## config.mk

```make
export PLATFORM = sky130hd
export DESIGN_NAME = car_motion
export DESIGN_NICKNAME = d
export VERILOG_FILES = /design/src/rtl/car_motion.sv
export SDC_FILE = /design/constraint.sdc
export NUM_CORES = 1
export LEC_CHECK = 0
export BUFFER_PORTS_ARGS = -buffer_cell sky130_fd_sc_hd__buf_2
export CORE_ASPECT_RATIO = 0.5
export CORE_MARGIN = 8
export CORE_UTILIZATION = 59
export CTS_CLUSTER_DIAMETER = 200
export CTS_CLUSTER_SIZE = 16
export DETAILED_ROUTE_END_ITERATION = 16
export PLACE_DENSITY = 0.77
export SYNTH_ARGS = -nofsm -noshare
export SYNTH_HDL_FRONTEND = slang
export SYNTH_SLANG_ARGS = --single-unit
```

## constraint.sdc

```tcl
create_clock -name CLOCK_50 -period 3.4 [get_ports CLOCK_50]
set_clock_uncertainty 0.2 [all_clocks]
set_input_delay 0.34 -clock CLOCK_50 [delete_from_list [all_inputs] [get_ports CLOCK_50]]
set_output_delay 0.34 -clock CLOCK_50 [all_outputs]
set_load 0.02 [all_outputs]
```

## src/rtl/car_motion.sv

```systemverilog
// car_motion: integrates the 2-bit thrust command into a signed speed and a wall-clamped x position once per motion tick.
// Optional idle friction decay is compiled in when CAR_MOTION_FRICTION_EN is defined.
module car_motion #(
    parameter int TICK_DIV       = 833333,
    parameter int MAX_SPEED      = 7,
    parameter int POS_W          = 9,
    parameter int POS_MAX        = 319,
    parameter int POS_INIT       = 160,
    parameter int FRICTION_TICKS = 4
) (
    input  logic             CLOCK_50,
    input  logic             reset,
    input  logic [1:0]       accel,
    input  logic             enable,
    output logic [3:0]       speed,
    output logic [POS_W-1:0] position,
    output logic             moving,
    output logic             update_pulse,
    output logic             hit_wall
);
    localparam int CNT_W = (TICK_DIV > 1) ? $clog2(TICK_DIV) : 1;
    localparam logic [CNT_W-1:0] TICK_LAST = CNT_W'(TICK_DIV - 1);
    localparam logic signed [3:0] SPD_MAX = 4'(MAX_SPEED);
    localparam logic signed [POS_W+1:0] POS_HI = (POS_W+2)'(POS_MAX);
    localparam logic [POS_W-1:0] POS_RST = POS_W'(POS_INIT);
    localparam logic [POS_W-1:0] POS_TOP = POS_W'(POS_MAX);

    typedef enum logic [1:0] {IDLE = 2'd0, DRIVE = 2'd1, COAST = 2'd2} state_t;

    function automatic logic signed [3:0] sat_step(input logic signed [3:0] s, input logic up);
        if (up) return (s >= SPD_MAX) ? SPD_MAX : s + 4'sd1;
        return (s <= -SPD_MAX) ? -SPD_MAX : s - 4'sd1;
    endfunction

    logic [CNT_W-1:0]        tick_cnt_q;
    logic                    pend_q;
    logic signed [3:0]       speed_q, speed_d;
    logic [POS_W-1:0]        pos_q;
    logic                    moving_q, update_q, hit_q;
    state_t                  state_q, state_d;
    logic                    tick, thrust;
    logic signed [POS_W+1:0] pos_sum;
    logic                    clamp_lo, clamp_hi;

`ifdef CAR_MOTION_FRICTION_EN
    localparam int IDLE_W = (FRICTION_TICKS > 1) ? $clog2(FRICTION_TICKS) : 1;
    localparam logic [IDLE_W-1:0] IDLE_LAST = IDLE_W'(FRICTION_TICKS - 1);
    logic [IDLE_W-1:0] idle_cnt_q, idle_cnt_d;

    function automatic logic signed [3:0] toward_zero(input logic signed [3:0] s);
        if (s > 4'sd0) return s - 4'sd1;
        if (s < 4'sd0) return s + 4'sd1;
        return s;
    endfunction
`endif

    assign tick   = (tick_cnt_q == TICK_LAST) && enable;
    assign thrust = (accel == 2'b10) || (accel == 2'b01);

    // Stage 1: speed and FSM next-state from the tick-edge accel sample
    always_comb begin
        speed_d = speed_q;
        state_d = state_q;
`ifdef CAR_MOTION_FRICTION_EN
        idle_cnt_d = '0;
`endif
        case (accel)
            2'b10:   speed_d = sat_step(speed_q, 1'b1);
            2'b01:   speed_d = sat_step(speed_q, 1'b0);
            default: begin
`ifdef CAR_MOTION_FRICTION_EN
                if (idle_cnt_q == IDLE_LAST) speed_d = toward_zero(speed_q);
                else                         idle_cnt_d = idle_cnt_q + 1'b1;
`endif
            end
        endcase
        case (state_q)
            IDLE:         state_d = thrust ? DRIVE : IDLE;
            DRIVE, COAST: state_d = thrust ? DRIVE : ((speed_d != 4'sd0) ? COAST : IDLE);
            default: begin
                state_d = IDLE;
                speed_d = 4'sd0;
            end
        endcase
    end

    // Stage 2: widened signed sum so both walls are detectable without wrap
    assign pos_sum  = $signed({2'b00, pos_q}) + $signed({{(POS_W-2){speed_q[3]}}, speed_q});
    assign clamp_lo = pos_sum < 0;
    assign clamp_hi = pos_sum > POS_HI;

    always_ff @(posedge CLOCK_50) begin
        if (!reset) begin
            tick_cnt_q <= '0;
            pend_q     <= 1'b0;
            speed_q    <= 4'sd0;
            pos_q      <= POS_RST;
            moving_q   <= 1'b0;
            update_q   <= 1'b0;
            hit_q      <= 1'b0;
            state_q    <= IDLE;
`ifdef CAR_MOTION_FRICTION_EN
            idle_cnt_q <= '0;
`endif
        end else begin
            update_q <= 1'b0;
            hit_q    <= 1'b0;
            if (enable) begin
                tick_cnt_q <= tick ? '0 : tick_cnt_q + 1'b1;
                pend_q     <= tick;
                if (tick) begin
                    speed_q  <= speed_d;
                    moving_q <= (speed_d != 4'sd0);
                    state_q  <= state_d;
`ifdef CAR_MOTION_FRICTION_EN
                    idle_cnt_q <= idle_cnt_d;
`endif
                end else if (pend_q) begin
                    update_q <= 1'b1;
                    if (clamp_lo || clamp_hi) begin
                        pos_q    <= clamp_lo ? '0 : POS_TOP;
                        speed_q  <= 4'sd0;
                        moving_q <= 1'b0;
                        hit_q    <= 1'b1;
                        state_q  <= IDLE;
                    end else begin
                        pos_q <= pos_sum[POS_W-1:0];
                    end
                end
            end
        end
    end

    assign speed        = speed_q;
    assign position     = pos_q;
    assign moving       = moving_q;
    assign update_pulse = update_q;
    assign hit_wall     = hit_q;
endmodule

```

Word-level counts from Yosys, hierarchy flattened
Index checks and enable logic that the tools add are counted.
{"block": "classes", "n_reduce_logical": 14, "magnitude_cmp": 4, "eq_ne": 5, "muxes": 24, "addsub": 4, "bitwise_logic": 4}
{"cell": "two-way mux 4 bit", "n": 7}
{"cell": "adder 20 x 1 -> 20 bit, second input constant", "n": 1}
{"cell": "== test 20 bit, second input constant", "n": 1}
{"cell": "two-way mux 20 bit", "n": 1}
{"cell": "two-way mux 9 bit", "n": 2}
{"cell": "adder 10 x 4 -> 11 bit", "n": 1}
{"cell": "greater-than comparator 11 x 10 -> 1 bit, second input constant", "n": 1}
{"cell": "< comparator 11 x 1 -> 1 bit, second input constant", "n": 1}
{"cell": "two-way mux 2 bit", "n": 5}
{"cell": "case mux 4 bit (2 select lines)", "n": 1}
{"cell": "nonzero test 4 bit", "n": 2}
{"cell": "two-way mux 1 bit", "n": 7}
{"cell": "AND reduction 3 bit", "n": 2}
{"cell": "OR reduction 3 bit", "n": 2}
{"cell": "adder 4 x 2 -> 4 bit, second input constant", "n": 1}
{"cell": "== test 2 x 1 -> 1 bit, second input constant", "n": 2}
{"cell": "== test 2 bit, second input constant", "n": 2}
{"cell": "greater-or-equal comparator 4 bit, second input constant", "n": 1}
{"cell": "<= comparator 4 bit, second input constant", "n": 1}
{"cell": "NOT 1 bit", "n": 4}
{"cell": "case mux 2 bit (2 select lines)", "n": 1}
{"cell": "nonzero test 2 bit", "n": 2}
{"cell": "OR reduction 4 bit", "n": 1}
{"cell": "subtractor 4 x 2 -> 4 bit, second input constant", "n": 1}
{"cell": "4 further kinds", "n": 5}
{"block": "word_totals", "word_cells": 63, "reg_bits": 39, "inputBits": 5}

Logic depth before layout (Yosys ltp)
{"block": "logic_depth", "depth_word": 9, "mapped_depth": 10, "depth_no_buf": 9}

Worst setup path after synthesis
No wires, ideal clock.
{"block": "synth_timing", "kind": "flip-flop to flip-flop", "from": "register speed_q[0], in the netlist speed[0]", "to": "register pos_q[3], in the netlist position[3]", "setup_ps": 117, "stages_incl_launch_ff": 10, "n_path_buf": 0, "slack_ps": 304, "arrival_time_ps": 2779, "path_cell_list": "dfxtp_1 > ha_1 > fa_1 > a21o_1 > a221o_1 > o21a_1 > o32ai_4 > o21ai_4 > mux2_4 > a22o_1"}
{"block": "synth_between", "elab_chain_cells": 4, "elab_cells_between_ends": 6, "cone_classes": "1 x add/sub; 2 x order compare; 2 x mux; 1 x reduce/logical"}
{"item": "from (decl)", "line_no": "37", "text": "logic signed [3:0] speed_q, speed_d;"}
{"item": "from (signal assigned)", "line_no": "112", "text": "speed_q <= speed_d;"}
{"item": "adder 10 x 4 -> 11 bit (*)", "line_no": "88", "text": "assign pos_sum = $signed({2'b00, pos_q}) + $signed({{(POS_W-2){speed_q[3]}}, speed_q});"}
{"item": "< comparator 11 x 1 -> 1 bit or greater-than comparator 11 x 10 -> 1 bit (tied branches)", "line_no": "89, 90"}
{"item": "two-way mux 9 bit or logical OR 1 bit (tied branches)", "line_no": "121, 120"}
{"item": "two-way mux 9 bit (*)", "line_no": "120", "text": "if (clamp_lo || clamp_hi) begin"}
{"item": "to (signal assigned)", "line_no": "121", "text": "pos_q <= clamp_lo ? '0 : POS_TOP;"}
{"item": "to (signal assigned)", "line_no": "127", "text": "pos_q <= pos_sum[POS_W-1:0];"}
{"item": "to (decl)", "line_no": "38", "text": "logic [POS_W-1:0] pos_q;"}
Every way passes the cells marked *; elsewhere a longest branch is shown, timed or not.
A chain may end at the register's enable or synchronous reset.

Worst setup path after layout
{"block": "layout_timing", "from": "register speed_q[3], in the netlist speed[3]", "to": "register pos_q[3], in the netlist position[3]"}
Same word-level chain as after synthesis.

==> out/metrics.cfg <==
[outcome]
status = complete, no violations

[timing]
relSlewSlack_pct = 55.6
setup_viol = 0
setup_tns_ns = 0
max_slew.worst_pin.slew_ns = 0.660
hold_ws_ns = 0.0944
final-hold-violation-count = 0
fmax_mhz = 308
finalCritPeriodShare_pct = 95.5
report.final.slew_viol_count = 0
period_needed_ns = 3.25
rsz0062_at_grt = no

[synth]
synthXorXnorAreaFrac_pct = 9.38
synth_area_mm2 = 0.00243
post_synth_num_cell_types = 55
synth_top_area_cell = dfxtp_1
syn-instance-count = 288
synthFlopType = dfxtp_1
syn_area_per_cell_um2 = 8.43
ys_seq_area_share_pct = 32.2
synthMuxAreaShare_pct = 1.44
ys_async_sr_fraction_pct = 0
synth_fa_ha_area_share_pct = 10.6
yosys.area_share.simple_pct = 23.8
synth_edf_count = 0
synth_compound_area_share_pct = 18.8
synth_area_leaders = dfxtp_1 (32%), ha_1 (9.8%), nor2_1 (6.2%)
synth.net_count = 313
yosysTopAreaCellShare_pct = 32.2
synth_top_family_by_area = simple AND/OR/NAND/NOR gates
yosysWarningCount = 0
synth-seq-cells = 39

[power]
total_power_mw = 0.811
ir_drop_v = 0.000239
p_leak_nw = 1.18
cellPowerDensity_mw_per_mm2 = 304

[clocking]
cts_tree = done
path_clk_slew_ns = 0.07
post-cts-setup-buffer-count = 0
clockBufferDepth = 2
hold_buffers = 0
cts_root_buf = clkbuf_8
cts_resized = 0
cts_sinks = 39
clk_latency_ns = 0.29
cts_inserted_buffers = 5
htreeDepth = 2

[worst_hold_path]
hp-class = input pin to flip-flop

[global_route]
grt_max_degree = 21
grt_overflow = 0
grt_pass1_vias = 1864
gr-usage-all-layers_pct = 16.0
antenna_found_initial = 0
grt_pass1_wl_mm = 8.47

[floorplanning]
core_area_mm2 = 0.00392
initial_core_util_pct = 61.9
die-width_um = 107
boundaryPins = 21
die-area_mm2 = 0.00655
num_rows = 16
die_h_um = 61.4

[final_layout]
final_area_mm2 = 0.00267
final_cell_mix = nor2_1 (40), dfxtp_1 (39), nand2_1 (27)
drive_gt1_share_pct = 13.5
nFillCells = 329
final_util_pct = 68.0
antenna_cells = 0
syn2layout_area_growth_pct = 9.90
final_common_cell = nor2_1
fin_nets = 334

[routing]
drc = 0
drt-vias-per-instance = 5.62
drt_iter0_drc = 77
wire_per_inst_um = 14.1
ant_nets = 0
routed_wirelength_mm = 5.12
vias = 2046
drt_first_pass_iters = 4

[critical_path]
cp.required_ns = 3.39
startpoint_type = flip-flop
crit_fanout = 12
cp.arrival_ns = 3.23
cp-end-kind = flip-flop
path_class = flip-flop to flip-flop

[placement]
numPortBuffers = 20
postPlaceCellArea_mm2 = 0.00258
place_hpwl_mm = 3.88
gp_congestion = 0.928

[run]
cap_violations = 0

## worst paths after layout
path	from	to	slack, ns	cells after the start
setup / recovery	speed[3]	position[3]	0.15	8
hold / removal	reset	position[5]	0.09	2
setup reg to reg	speed[3]	position[3]	0.15	8
hold reg to reg	moving	moving	0.27	1
## logic make-up after synthesis
group | Yosys count
flip-flops | 39
multiplexers | 3
adder cells (fa/ha/maj) | 20
XOR/XNOR | 26
AND/OR/NAND/NOR | 120
AO/OA/AOI/OAI | 57
buffers and inverters | 23
## Yosys cell counts (2+ instances only)
library cell / n
a211o_1: 2
a21o_1: 5
a21oi_1: 11
a22o_1: 2
and2_1: 5
and3_1: 7
clkbuf_1: 7
dfxtp_1: 39
ha_1: 19
inv_1: 13
mux2i_1: 2
nand2_1: 27
nand2b_1: 5
nand3_1: 13
nand4_1: 5
nor2_1: 40
nor2b_1: 2
nor3_1: 4
nor3b_1: 2
nor4_1: 2
o211ai_1: 3
o21ai_0: 10
o2bb2ai_1: 6
or2_2: 2
xnor2_1: 12
xor2_1: 14
## worst max-delay path, stage by stage (launching register included)
cell      delay, ns
dfxtp_1        0.66
ha_1           0.40
a21o_1         0.20
a221o_1        0.42
a221oi_2       0.26
xnor2_1        0.18
o21ai_4        0.33
mux2_4         0.33
a22o_1         0.17
## through the flow
stage | setup slack [ns] | instances
finish | 0.154 | 364
CTS | 0.175 | 364
detailed placement | 0.218 | 356
floorplan | 0.304 | 288
global placement | 0.297 | 356
global route | 0.0143 | 364
## routing by layer
| metal | wire length, um | track usage [%] | vias up |
|---|---|---|---|
| li1 | - | - | 1051 |
| met1 | 2430 | 18.9 | 956 |
| met2 | 2410 | 28.4 | 28 |
| met3 | 203 | 3.76 | 11 |
| met4 | 74 | 5.94 | 0 |
| met5 | 0 | 0 | - |
## flip-flops by register name, summed over array words and instances (netlist names)
name / cells
tick_cnt_q: 20
moving: 1
hit_wall: 1
state_q: 2
position: 9
update_pulse: 1
speed: 4
pend_q: 1
## cell type report
| class | instances | area, um^2 | area share, % |
|---|---|---|---|
| Inverter | 13 | 48.8 | 1.83 |
| Tap cell | 54 | 67.6 | 2.53 |
| Multi-Input combinational cell | 226 | 1560 | 58.3 |
| Clock inverter | 2 | 12.5 | 0.469 |
| Timing Repair Buffer | 24 | 130 | 4.88 |
| Sequential cell | 39 | 781 | 29.3 |
| Clock buffer | 6 | 72.6 | 2.72 |
## where the power goes
group	switching [mW]	internal, mW
registers	0.00286	0.459
clock network	0.164	0.143
logic	0.0249	0.0172
total	0.191	0.619
No activity file was read; power rests on OpenSTA's default activity.
